File: src/rtl/mult_pkg.sv
// ============================================================================
// mult_pkg
// Shared constants for the shift-add multiplier datapath: the default operand
// width, the shift-counter width helper, and the bit positions used when the
// five control strobes are bundled into one command vector.
// Revision: 1.0
// ============================================================================
`default_nettype none

package mult_pkg;

    localparam int DEFAULT_WIDTH = 4;

    // Bit positions of the control strobes inside a bundled 5-bit command.
    localparam int CMD_CARGAQ    = 0;
    localparam int CMD_DESPLAZAQ = 1;
    localparam int CMD_RESETA    = 2;
    localparam int CMD_CARGAA    = 3;
    localparam int CMD_FIN       = 4;
    localparam int CMD_BITS      = 5;

    // The counter must be able to hold the value WIDTH itself.
    function automatic int calc_cnt_w(input int width);
        return $clog2(width + 1);
    endfunction

endpackage

`default_nettype wire

File: src/rtl/camino_datos_mult_contador.sv
// ============================================================================
// contador_desplazamientos
// Saturating shift counter. Cleared synchronously when a new operation is
// loaded and incremented on every shift; stops at WIDTH and flags lleno.
// Revision: 1.0
// ============================================================================
`default_nettype none

module contador_desplazamientos #(
    parameter int WIDTH = 4,
    parameter int CNT_W = 3
) (
    input  logic clk,
    input  logic reset,
    input  logic clear,
    input  logic inc,
    output logic lleno
);

    localparam logic [CNT_W-1:0] FULL = CNT_W'(WIDTH);

    logic [CNT_W-1:0] cnt;

    assign lleno = (cnt == FULL);

    // Count shifts, saturating at WIDTH; clear has priority over increment.
    always_ff @(posedge clk or posedge reset) begin
        if (reset) begin
            cnt <= '0;
        end else if (clear) begin
            cnt <= '0;
        end else if (inc && !lleno) begin
            cnt <= cnt + 1'b1;
        end
    end

endmodule

`default_nettype wire

File: src/rtl/camino_datos_mult.sv
// ============================================================================
// camino_datos_mult
// Shift-add multiplier datapath driven by the control unit strobes CargaQ,
// DesplazaQ, ResetA, CargaA and Fin. Holds M, {C,A}, Q and a shift counter,
// returns q0 and publishes the 2*WIDTH product with a one-cycle valid pulse.
// Optional protocol checker: define CAMINO_DATOS_CHECK_EN to enable the
// sticky error flag; otherwise error is tied low.
// Revision: 1.0
// ============================================================================
`default_nettype none

module camino_datos_mult
    import mult_pkg::*;
#(
    parameter int WIDTH = DEFAULT_WIDTH
) (
    input  logic               clk,
    input  logic               reset,
    input  logic [WIDTH-1:0]   multiplicando,
    input  logic [WIDTH-1:0]   multiplicador,
    input  logic               CargaQ,
    input  logic               DesplazaQ,
    input  logic               ResetA,
    input  logic               CargaA,
    input  logic               Fin,
    output logic               q0,
    output logic [2*WIDTH-1:0] producto,
    output logic               producto_valido,
    output logic               ocupado,
    output logic               error
);

    localparam int CNT_W = calc_cnt_w(WIDTH);

    logic [WIDTH-1:0] m_reg;
    logic [WIDTH-1:0] a_reg;
    logic             c_reg;
    logic [WIDTH-1:0] q_reg;
    logic             fin_q;
    logic             fin_edge;
    logic             lleno;
    logic [WIDTH:0]   suma;
    logic [WIDTH:0]   acc_next;

    assign q0       = q_reg[0];
    assign fin_edge = Fin && !fin_q;
    assign suma     = {1'b0, a_reg} + {1'b0, m_reg};

    // {C,A} after ResetA / CargaA, before any shift in the same cycle.
    always_comb begin
        acc_next = {c_reg, a_reg};
        if (ResetA) begin
            acc_next = '0;
        end else if (CargaA) begin
            acc_next = suma;
        end
    end

    contador_desplazamientos #(
        .WIDTH (WIDTH),
        .CNT_W (CNT_W)
    ) u_contador (
        .clk   (clk),
        .reset (reset),
        .clear (CargaQ),
        .inc   (DesplazaQ && !CargaQ),
        .lleno (lleno)
    );

    // Operand and accumulator registers; CargaQ overrides add and shift.
    always_ff @(posedge clk or posedge reset) begin
        if (reset) begin
            m_reg <= '0;
            a_reg <= '0;
            c_reg <= 1'b0;
            q_reg <= '0;
        end else if (CargaQ) begin
            m_reg <= multiplicando;
            q_reg <= multiplicador;
            if (ResetA) begin
                a_reg <= '0;
                c_reg <= 1'b0;
            end
        end else if (DesplazaQ) begin
            a_reg <= acc_next[WIDTH:1];
            q_reg <= {acc_next[0], q_reg[WIDTH-1:1]};
            c_reg <= 1'b0;
        end else begin
            a_reg <= acc_next[WIDTH-1:0];
            c_reg <= acc_next[WIDTH];
        end
    end

    // Product capture on the rising edge of Fin and the busy flag.
    always_ff @(posedge clk or posedge reset) begin
        if (reset) begin
            fin_q           <= 1'b0;
            producto        <= '0;
            producto_valido <= 1'b0;
            ocupado         <= 1'b0;
        end else begin
            fin_q           <= Fin;
            producto_valido <= fin_edge;
            if (fin_edge) begin
                producto <= {a_reg, q_reg};
                ocupado  <= 1'b0;
            end
            // A load in the same cycle starts a new operation, so it stays busy.
            if (CargaQ) begin
                ocupado <= 1'b1;
            end
        end
    end

`ifdef CAMINO_DATOS_CHECK_EN
    logic error_reg;

    assign error = error_reg;

    // Sticky protocol-violation flag, cleared only by reset.
    always_ff @(posedge clk or posedge reset) begin
        if (reset) begin
            error_reg <= 1'b0;
        end else if ((DesplazaQ && lleno) ||
                     ((CargaA || DesplazaQ) && !ocupado) ||
                     (CargaQ && (CargaA || DesplazaQ)) ||
                     (fin_edge && !lleno)) begin
            error_reg <= 1'b1;
        end
    end
`else
    assign error = 1'b0;
`endif

endmodule

`default_nettype wire
File: config.mk
export PLATFORM = sky130hd
export DESIGN_NAME = camino_datos_mult
export DESIGN_NICKNAME = d
export VERILOG_FILES = /design/src/rtl/mult_pkg.sv /design/src/rtl/camino_datos_mult_contador.sv /design/src/rtl/camino_datos_mult.sv
export SDC_FILE = /design/constraint.sdc
export NUM_CORES = 1
export LEC_CHECK = 0
export ABC_AREA = 1
export ABC_CLOCK_PERIOD_IN_PS = 3100
export BUFFER_PORTS_ARGS = -buffer_cell sky130_fd_sc_hd__buf_2
export CELL_PAD_IN_SITES_DETAIL_PLACEMENT = 2
export CELL_PAD_IN_SITES_GLOBAL_PLACEMENT = 2
export CORE_UTILIZATION = 33
export DETAILED_ROUTE_END_ITERATION = 12
export PLACE_DENSITY = 0.92
export SLEW_MARGIN = 20
export SYNTH_ARGS = -nofsm -noshare
export SYNTH_HDL_FRONTEND = slang
export SYNTH_SLANG_ARGS = --single-unit
export TNS_END_PERCENT = 100
File: constraint.sdc
create_clock -name clk -period 3.1 [get_ports clk]
set_input_delay 0.62 -clock clk [delete_from_list [all_inputs] [get_ports clk]]
set_output_delay 0.62 -clock clk [all_outputs]
set_load 0.02 [all_outputs]
## Yosys cells after proc, flatten, opt, wreduce, memory -nomap -nowiden

Index checks and enable logic that the tools add are counted.

- Input port bits: 15
- Output and inout bits: 12
- Flip-flop bits (word level): 24

- Eq/ne operators: 1
- Multiplexer cells: 12
- $add $sub $neg: 1
- Reduce and logical (&&, ||, !) cells: 4

Operators with widths:

| cell | count |
|---|---|
| 4-bit 2-to-1 mux | 5 |
| 5-bit 2-to-1 mux | 2 |
| 4-bit by 4-bit adder with 5-bit output | 1 |
| 1-bit 2-to-1 mux | 5 |
| 2-bit nonzero test | 2 |
| 2-bit by 1-bit != test with 1-bit output, second input constant | 1 |
| 1-bit logical AND | 1 |
| 1-bit zero test | 1 |

## Logic depth before layout (Yosys ltp)

Gate-level depths: netlist of the first run.

- Depth in word-level cells: 5
- Depth in mapped cells: 10

## Worst setup path after synthesis of the first run

OpenSTA, ideal clock, no wires.

- Path type: register to register
- Start: reg m_reg[0]
- End: reg a_reg[3]
- Arrival time: 1.362 ns
- Cell stages (with the launch flop): 11
- Setup time: 0.117 ns
- Setup slack: 1.621 ns
- Buffers on the path: 0
- Period minus slack after synthesis: 1.479 ns
- Cell sequence: dfrtp_1 > ha_1 > fa_1 > nand2_1 > nand2_1 > nand2_1 > nand2_1 > nand3_1 > nand2_1 > inv_1 > nand2_1

- Longest elaborated chain between the ends: 5

Ends and longest elaborated chain:

| item | RTL line | source |
|---|---|---|
| start: declaration | camino_datos_mult.sv:35 | `logic [WIDTH-1:0] m_reg;` |
| start signal: assignment | camino_datos_mult.sv:78 | `m_reg <= multiplicando;` |
| 4-bit by 4-bit adder with 5-bit output | camino_datos_mult.sv:47 | `assign suma = {1'b0, a_reg} + {1'b0, m_reg};` |
| 5-bit 2-to-1 mux | camino_datos_mult.sv:54 | `end else if (CargaA) begin` |
| 5-bit 2-to-1 mux | camino_datos_mult.sv:52 | `if (ResetA) begin` |
| 4-bit 2-to-1 mux | camino_datos_mult.sv:84 | `end else if (DesplazaQ) begin` |
| 4-bit 2-to-1 mux | camino_datos_mult.sv:77 | `end else if (CargaQ) begin` |
| end signal: assignment | camino_datos_mult.sv:85 | `a_reg <= acc_next[WIDTH:1];` |
| end signal: assignment | camino_datos_mult.sv:89 | `a_reg <= acc_next[WIDTH-1:0];` |
| end: declaration | camino_datos_mult.sv:36 | `logic [WIDTH-1:0] a_reg;` |

No other way between the ends.
A chain may end at the register's enable or synchronous reset.

## Worst setup path after layout of the first run

- Start: reg a_reg[0]
- End: reg a_reg[2]

- Longest elaborated chain between the ends: 5

Ends and longest elaborated chain:

| item | RTL line |
|---|---|
| 4-bit by 4-bit adder with 5-bit output | camino_datos_mult.sv:47 |
| 5-bit 2-to-1 mux | camino_datos_mult.sv:54 |
| 5-bit 2-to-1 mux | camino_datos_mult.sv:52 |
| 4-bit 2-to-1 mux | camino_datos_mult.sv:84 |
| 4-bit 2-to-1 mux | camino_datos_mult.sv:77 |

No other way between the ends.

==> results of run 1 <==
## layout make-up
class | count | area, um2
Tap cell | 46 | 57.6
Clock buffer | 3 | 22.5
Fill cell | 415 | 2010
Clock inverter | 1 | 30.0
Inverter | 24 | 91.3
Sequential cell | 24 | 601
Timing Repair Buffer | 25 | 125
Multi-Input combinational cell | 93 | 483
## placed cells by master, fill, tap and decap left out, types with 2 or more instances in the layout
master and n:
nand2_1 45, buf_2 25, dfrtp_1 24, inv_1 21, nand3_1 11, o21ai_0 10, nor2_1 7, ha_1 4
clkbuf_4 3, a21oi_1 2, inv_2 2, o221ai_1 2, a22oi_1 2, o211ai_1 2, o21ai_1 2
## where the power goes
group / switching, mW / internal [mW] / total [mW]
Clock: 0.104 / 0.131 / 0.235
Sequential: 0.0208 / 0.343 / 0.364
Combinational: 0.102 / 0.0507 / 0.153
Total: 0.227 / 0.524 / 0.751
## cell families after synthesis
family	share of synthesized area, %
other	0.311
and+or+nand+nor	23.5
adders and majority gates	5.82
AOI/OAI and AO/OA	10.5
DFF	49.8
buffers and inverters	10.1
## final timing paths
check,to,depth (start not counted),startpoint
max,a_reg[2],9,a_reg[0]
min,fin_q,1,Fin
max reg2reg,a_reg[2],9,a_reg[0]
min reg2reg,producto_valido,1,fin_q
max in group asynchronous,q_reg[2],2,reset
min in group asynchronous,producto[6],2,reset
## metal layers
metal | up-vias | GRT usage [%] | part of all wire [%] | wire [um]
met5 | - | 0 | 0 | 0
li1 | 501 | - | - | -
met2 | 19 | 34.8 | 52 | 1780
met3 | 4 | 1.82 | 2.4 | 80
met4 | 0 | 6.10 | 0.85 | 29
met1 | 525 | 24.7 | 44 | 1510
==> metrics, run 1 <==
Clock Skew=0.00362 ns; worst-skew pair later-pin latency=0.32 ns; Die Area=3900 um2; Die X-Extent=about 62 um; Fmax achieved=583 MHz; routed length per placed instance=15.7 um; maximum vdd drop=0.157 mV; Synth Area per Inst=8.37 um2; Starting DRT DRC Count=32; Setup TNS=0 ns; first-pass GRT wire length=~5.8 mm; Clock Pin Slew Worst Setup and Hold Paths=around 0.15 ns; post-synthesis net count=164; Top FF cell, synth=dfrtp_1; Crit Path Max Fanout=3; largest area contributor in the netlist=dfrtp_1; Diodes inserted=0; Clock Sinks=24; Synth Register Bits=24; clock buffer depth=2; CP top delay family=adder cells; most frequent cell after synthesis=nand2_1; Commonest cells post-synth=nand2_1 (45), dfrtp_1 (24), inv_1 (21); H-Tree Depth=1; Mapped Cells=144; register area share after synthesis=49.8%; share of the synthesized area in the top cell type=about half; Bufs and invs on worst path=2; Setup crit end kind=flip-flop; vias in the first global route=1171; largest cells by area after synthesis=dfrtp_1 (50%), nand2_1 (14%), inv_1 (6.5%); CP arrival=between 1.5 and 2 ns; largest net degree at the start of global routing=25; setup violators final=0; Largest Register=producto; Worst-Margin Slew=0.935 ns; share of layout cells above drive strength 1=21.2%; HPWL after DPL=2.63 mm; setup slack after layout=around 1.4 ns; placer's final routability congestion estimate=0.881; remaining global-route overflow=0; Placement Rows=21; slowest stage delay, CP=~0.43 ns; hold_buf cts=0; number of max-cap violations=0; crit path time final=1.71 ns; Final Hold Fails=0; Final Net Count=191; Post-DP Area=1360 um2; WL final=roughly 3.4 mm; Area Overhead vs Synth=17.0%; Post-Synthesis Cell Area=1200 um2; CTS tree=done; CTS buffer count=3; Post-Layout Cell Count=around 220; period utilization=55.3%; R2R setup slack=1.39 ns; Netlist cell types=22; CP startpoint kind=flip-flop; # IOs=27; initial core utilization=35.3%; # Post-CTS Setup Buffers=0; min-delay worst type=in -> reg; PD cells=533 nW/um2; Setup WS pre-CTS=1.36 ns; outcome=complete, no violations; chip height=around 62 um; GRT Util Overall=19.5%; CP dominant cell by count=nand2_1; antenna violations before repair=0; post-route ant nets=0; EDFF count, synth=0; placed insts=approximately 210; Slew headroom=37.6%; Critical-path top delay cell=dfrtp_1; critical path required time=3.38 ns; via/cell ratio=between 4 and 5; Final Cell Area=1410 um2; Pleak=0.782 nW; Final Total Pwr=751 uW; crit path cell chain=ha_1, fa_1, nand2_1, inv_1, o21ai_1, nand3_1, nand2_1, inv_1, nand2_1; drc violations=0; unrepaired setup endpoints after global routing=no; path type of the worst setup path=reg -> reg; YS warnings=0; pins over their slew limit=0; PortBufs=25; Root Driver=clkbuf_4; ys async rst share=100%; max reg flops=8; Hold WS=0.404 ns; CTS resizes=0; core footprint=3420 um2; Finished Core Util=41.3%; Pre-antenna DRT Iters=5; via count=1049
(Power assumes the default switching activity.)
==> run 2, diff against run 1 <==
--- a/config.mk
+++ b/config.mk
@@ -6,13 +6,13 @@
 export NUM_CORES = 1
 export LEC_CHECK = 0
 export ABC_AREA = 1
-export ABC_CLOCK_PERIOD_IN_PS = 3100
+export ABC_CLOCK_PERIOD_IN_PS = 1800
 export BUFFER_PORTS_ARGS = -buffer_cell sky130_fd_sc_hd__buf_2
 export CELL_PAD_IN_SITES_DETAIL_PLACEMENT = 2
 export CELL_PAD_IN_SITES_GLOBAL_PLACEMENT = 2
-export CORE_UTILIZATION = 33
+export CORE_UTILIZATION = 30
 export DETAILED_ROUTE_END_ITERATION = 12
-export PLACE_DENSITY = 0.92
+export PLACE_DENSITY = 0.85
 export SLEW_MARGIN = 20
 export SYNTH_ARGS = -nofsm -noshare
 export SYNTH_HDL_FRONTEND = slang
==> constraint.sdc (replaced) <==
create_clock -name clk -period 1.8 [get_ports clk]
set_input_delay 0.36 -clock clk [delete_from_list [all_inputs] [get_ports clk]]
set_output_delay 0.36 -clock clk [all_outputs]
set_load 0.02 [all_outputs]
==> metrics, run 2 (synthesized netlist as in run 1, its figures left out) <==
combinational share of power=19.6% (-0.7 points); maximum vdd drop=0.401 mV (+150%); switching power=411 uW (+81%); reg2reg start=a_reg[0]; Pre-antenna DRT Iters=4 (-1); core footprint=3740 um2 (+9.6%); HPWL after DPL=2.63 mm (-0.19%); Clock Skew=0.00214 ns (-0.00147 ns); CTS buffer count=3 (unchanged); unrepaired setup endpoints after global routing=no; pins over their slew limit=0 (unchanged); RR Endpoint=a_reg[1]; Clk pwr share=35.5% (+4.2 points); Clock Sinks=24 (unchanged); remaining global-route overflow=0 (unchanged); Final Hold Fails=0 (unchanged); CP startpoint kind=flip-flop; min-delay worst type=in -> async; Pint=981 uW (+87%); crit path time final=1.67 ns (-0.0483 ns); placer's final routability congestion estimate=0.865 (-1.9%); R2R depth=6 (-3); hold_buf cts=0 (unchanged); PortBufs=25 (unchanged); Final Net Count=192 (+0.52%); # Post-CTS Setup Buffers=0 (unchanged); Largest Register=producto; via/cell ratio=4.84 (-0.24%); via count=1061 (+1.1%); post-route ant nets=0 (unchanged); Area Overhead vs Synth=20.7%; PD cells=957 nW/um2 (+80%); Diodes inserted=0 (unchanged); Starting DRT DRC Count=38 (+19%); GRT Util Overall=19.4% (-0.15 points); routed length per placed instance=16.3 um (+3.5%); # IOs=27 (unchanged); Die X-Extent=65.4 um (+4.7%); Crit Path Max Fanout=3 (unchanged); drc violations=0 (unchanged); Setup WS pre-CTS=0.0666 ns (-1.29 ns); worst-skew pair later-pin latency=0.28 ns (-0.04 ns); vias in the first global route=1187 (+1.4%); Setup crit end kind=flip-flop; share of layout cells above drive strength 1=24.0% (+2.8 points); largest net degree at the start of global routing=25 (unchanged); Sw Ratio=29.5% (-0.69 points); setup violators final=0 (unchanged); Placement Rows=22 (+4.8%); initial core utilization=32.2% (-3.1 points); sequential group share of total power=44.9% (-3.5 points); first-pass GRT wire length=5.87 mm (+0.70%); Fmax achieved=600 MHz (+2.9%); Pleak=0.792 nW (+1.3%); number of max-cap violations=0 (unchanged); outcome=complete, no violations; clock buffer depth=2 (unchanged); commonest non-fill, non-tap cell in the layout=nand2_1; period utilization=92.6% (+37 points); commonest non-fill, non-tap cells in the layout=nand2_1 (45), buf_2 (25), dfrtp_1 (24); Clock Pin Slew Worst Setup and Hold Paths=0.09 ns (-0.06 ns); CP arrival=1.87 ns (-0.12 ns); max reg flops=8 (unchanged); fillcell total=456 (+9.9%); chip height=65.4 um (+4.7%); setup slack after layout=0.134 ns (-1.25 ns); Setup TNS=0 ns (unchanged); Die Area=4270 um2 (+9.7%); R2R setup slack=0.13 ns (-1.25 ns); WL final=3.56 mm (+5.0%); path type of the worst setup path=reg -> reg; CTS resizes=0 (unchanged); antenna violations before repair=0 (unchanged); H-Tree Depth=1 (unchanged); CTS tree=done; critical path required time=2.01 ns (-1.37 ns); Root Driver=clkbuf_8
==> run 2: cell count changes in the layout (fill, tap and decap cells not counted), sizes merged <==
| cell | before | now |
|---|---|---|
| buf | 25 | 26 |
==> run 2: worst max path at each step <==
stage	from	endpoint	slack, ns	depth (start not counted)
floorplan	m_reg[0]	a_reg[3]	0.32	10
detailed placement	a_reg[0]	a_reg[2]	0.07	9
CTS	m_reg[0]	a_reg[2]	0.04	9
global placement	m_reg[0]	a_reg[3]	0.25	10
global route	a_reg[0]	a_reg[3]	0.007	10
finish	a_reg[0]	a_reg[1]	0.13	6
==> run 2: stage by stage <==
stage / power [mW] / hold WS (ns) / instance area (um2) / cells / utilization (%)
after detailed placement: 0.901 / 0.428 / 1370 / 215 / 36.5
after global placement: 0.878 / 0.411 / 1370 / 215 / 36.5
after floorplan: 0.801 / 0.375 / 1200 / 144 / -
after CTS: 1.41 / 0.126 / 1440 / 219 / 38.4
final: 1.39 / 0.111 / 1450 / 219 / 38.8
after global routing: 1.46 / 0.151 / 1450 / 219 / 38.8
==> run 2: final cells by class <==
type | count | area [um2] | share of cell area [%]
clock buffer | 3 | 41.3 | 2.84
timing repair buffer | 26 | 133 | 9.12
sequential | 24 | 601 | 41.3
inverter | 24 | 91.3 | 6.28
clock inverter | 1 | 30.0 | 2.07
multi-input combinational | 93 | 498 | 34.3
tap | 48 | 60.1 | 4.13
==> run 2: critical path, cell delays in order, from the launching register on <==
cell and delay, ns:
dfrtp_1 0.41, ha_2 0.21, fa_2 0.54, inv_1 0.05, nand2_1 0.07, nand3_1 0.13
o211ai_1 0.18
==> run 2: per-layer routing <==
layer	global-route usage, %	vias up	wire, um
li1	-	506	-
met4	8.97	0	89
met2	38.0	19	2050
met3	3.65	7	96
met1	19.2	529	1330
met5	0	-	0
==> run 2: power by group through the flow <==
stage | clock network [mW] | registers, mW | logic, mW
after detailed placement | 0 | 0.635 | 0.265
after CTS | 0.508 | 0.625 | 0.273
after floorplan | 0 | 0.664 | 0.137
final | 0.494 | 0.625 | 0.273
after global routing | 0.526 | 0.631 | 0.308
after global placement | 0 | 0.631 | 0.247
==> run 3, diff against run 2 <==
--- a/config.mk
+++ b/config.mk
@@ -8,9 +8,10 @@
 export ABC_AREA = 1
 export ABC_CLOCK_PERIOD_IN_PS = 1800
 export BUFFER_PORTS_ARGS = -buffer_cell sky130_fd_sc_hd__buf_2
-export CELL_PAD_IN_SITES_DETAIL_PLACEMENT = 2
+export CELL_PAD_IN_SITES_DETAIL_PLACEMENT = 1
 export CELL_PAD_IN_SITES_GLOBAL_PLACEMENT = 2
 export CORE_UTILIZATION = 30
+export CTS_CLUSTER_DIAMETER = 60
 export DETAILED_ROUTE_END_ITERATION = 12
 export PLACE_DENSITY = 0.85
 export SLEW_MARGIN = 20
==> metrics, run 3 (synthesized netlist as in run 1, its figures left out) <==
outcome=complete, no violations; Post-Layout Cell Count=219 (unchanged); CTS buffer count=3 (unchanged); min-delay worst type=in -> async; remaining global-route overflow=0 (unchanged); commonest non-fill, non-tap cell in the layout=nand2_1; share of layout cells above drive strength 1=22.2% (-1.8 points); core footprint=3740 um2 (unchanged); post-route ant nets=0 (unchanged); Largest Register=producto; Starting DRT DRC Count=45 (+18%); WL final=2.71 mm (-24%); Setup crit end kind=flip-flop; # Post-CTS Setup Buffers=0 (unchanged); PD cells=939 nW/um2 (-2.0%); largest net degree at the start of global routing=25 (unchanged); drc violations=0 (unchanged); via count=1021 (-3.8%); routed length per placed instance=12.4 um (-24%); pins over their slew limit=0 (unchanged); PortBufs=25 (unchanged); Final Hold Fails=0 (unchanged); setup violators final=0 (unchanged); Die Area=4270 um2 (unchanged); reg2reg start=m_reg[0]; Crit Path Max Fanout=3 (unchanged); max reg flops=8 (unchanged); Final Cell Area=1440 um2 (-0.86%); placer's final routability congestion estimate=0.865 (unchanged); antenna violations before repair=0 (unchanged); Pre-antenna DRT Iters=4 (unchanged); placed insts=215 (unchanged); vias in the first global route=1040 (-12%); unrepaired setup endpoints after global routing=no; CP arrival=1.82 ns (-0.05 ns); Clock Pin Slew Worst Setup and Hold Paths=0.09 ns (about the same); CP startpoint kind=flip-flop; Final Net Count=192 (unchanged); HPWL after DPL=2.13 mm (-19%); Pleak=0.792 nW (about the same); initial core utilization=32.2% (unchanged); Clock Skew=0.00514 ns (+0.00299 ns); # IOs=27 (unchanged); via/cell ratio=4.66 (-3.8%); number of max-cap violations=0 (unchanged); fillcell total=478 (+4.8%); CTS resizes=0 (unchanged); critical path required time=2.01 ns (about the same); Area Overhead vs Synth=19.6%; Placement Rows=22 (unchanged); Clock Sinks=24 (unchanged); period utilization=89.3% (-3.2 points); first-pass GRT wire length=4.89 mm (-17%); Critical path origin=m_reg[0]; hold_buf cts=0 (unchanged); Post-DP Area=1370 um2 (unchanged); GRT Util Overall=15.1% (-4.3 points); H-Tree Depth=1 (unchanged); path type of the worst setup path=reg -> reg; Diodes inserted=0 (unchanged); Root Driver=clkbuf_8; worst-skew pair later-pin latency=0.27 ns (about the same); Fmax achieved=622 MHz (+3.6%); Die X-Extent=65.4 um (unchanged); chip height=65.4 um (unchanged); commonest non-fill, non-tap cells in the layout=nand2_1 (45), buf_2 (25), dfrtp_1 (24); CTS tree=done; crit path time final=1.61 ns (-0.0584 ns); maximum vdd drop=0.462 mV (+15%); clock buffer depth=2 (unchanged); Setup TNS=0 ns (unchanged)
-- run 3: stage by stage --
step	setup WS (ns)	total power, mW	hold slack (ns)	utilization, %
floorplan	0.321	0.801	0.375	-
global placement	0.254	0.878	0.411	36.5
detailed placement	0.187	0.889	0.421	36.5
CTS	0.156	1.37	0.133	38.4
global route	0.0423	1.43	0.163	38.5
finish	0.192	1.35	0.120	38.5
-- run 3: worst max-delay path: stages, from the launching register on --
cell	delay, ns
dfrtp_1	0.40
ha_2	0.21
fa_1	0.38
nand2_1	0.09
inv_1	0.04
o21ai_1	0.18
nand3_1	0.09
nand2_1	0.07
inv_1	0.04
nand2_1	0.05
-- run 3: routing by layer --
metal | vias up | GRT usage (%) | share of wire (%)
li1 | 508 | - | -
met4 | 0 | 3.26 | 0.44
met1 | 493 | 18.7 | 47
met2 | 18 | 26.7 | 50
met5 | - | 0 | 0
met3 | 2 | 3.13 | 2.8
-- run 3: cell type report --
type / count / area, um2 / share of cell area [%]
clock inverter: 1 / 30.0 / 2.08
tap: 48 / 60.1 / 4.17
sequential: 24 / 601 / 41.7
timing repair buffer: 26 / 133 / 9.20
clock buffer: 3 / 41.3 / 2.86
inverter: 24 / 91.3 / 6.34
multi-input combinational: 93 / 485 / 33.7
-- run 3: path summary, 6_finish.rpt --
check | endpoint | slack, ns | depth (start not counted)
worst max-delay path | a_reg[2] | 0.19 | 9
worst min-delay path | c_reg | 0.12 | 3
worst max register to register | a_reg[2] | 0.19 | 9
worst min register to register | producto_valido | 0.43 | 1
max in group asynchronous | producto[2] | 1.44 | 3
min in group clk | fin_q | 0.21 | 1
-- run 3: report_power, final --
part | internal (mW) | switching [mW] | leakage, nW | total [mW]
sequential | 0.590 | 0.0320 | 0.304 | 0.622
clock | 0.297 | 0.182 | 0.0357 | 0.480
combinational | 0.0881 | 0.163 | 0.453 | 0.251
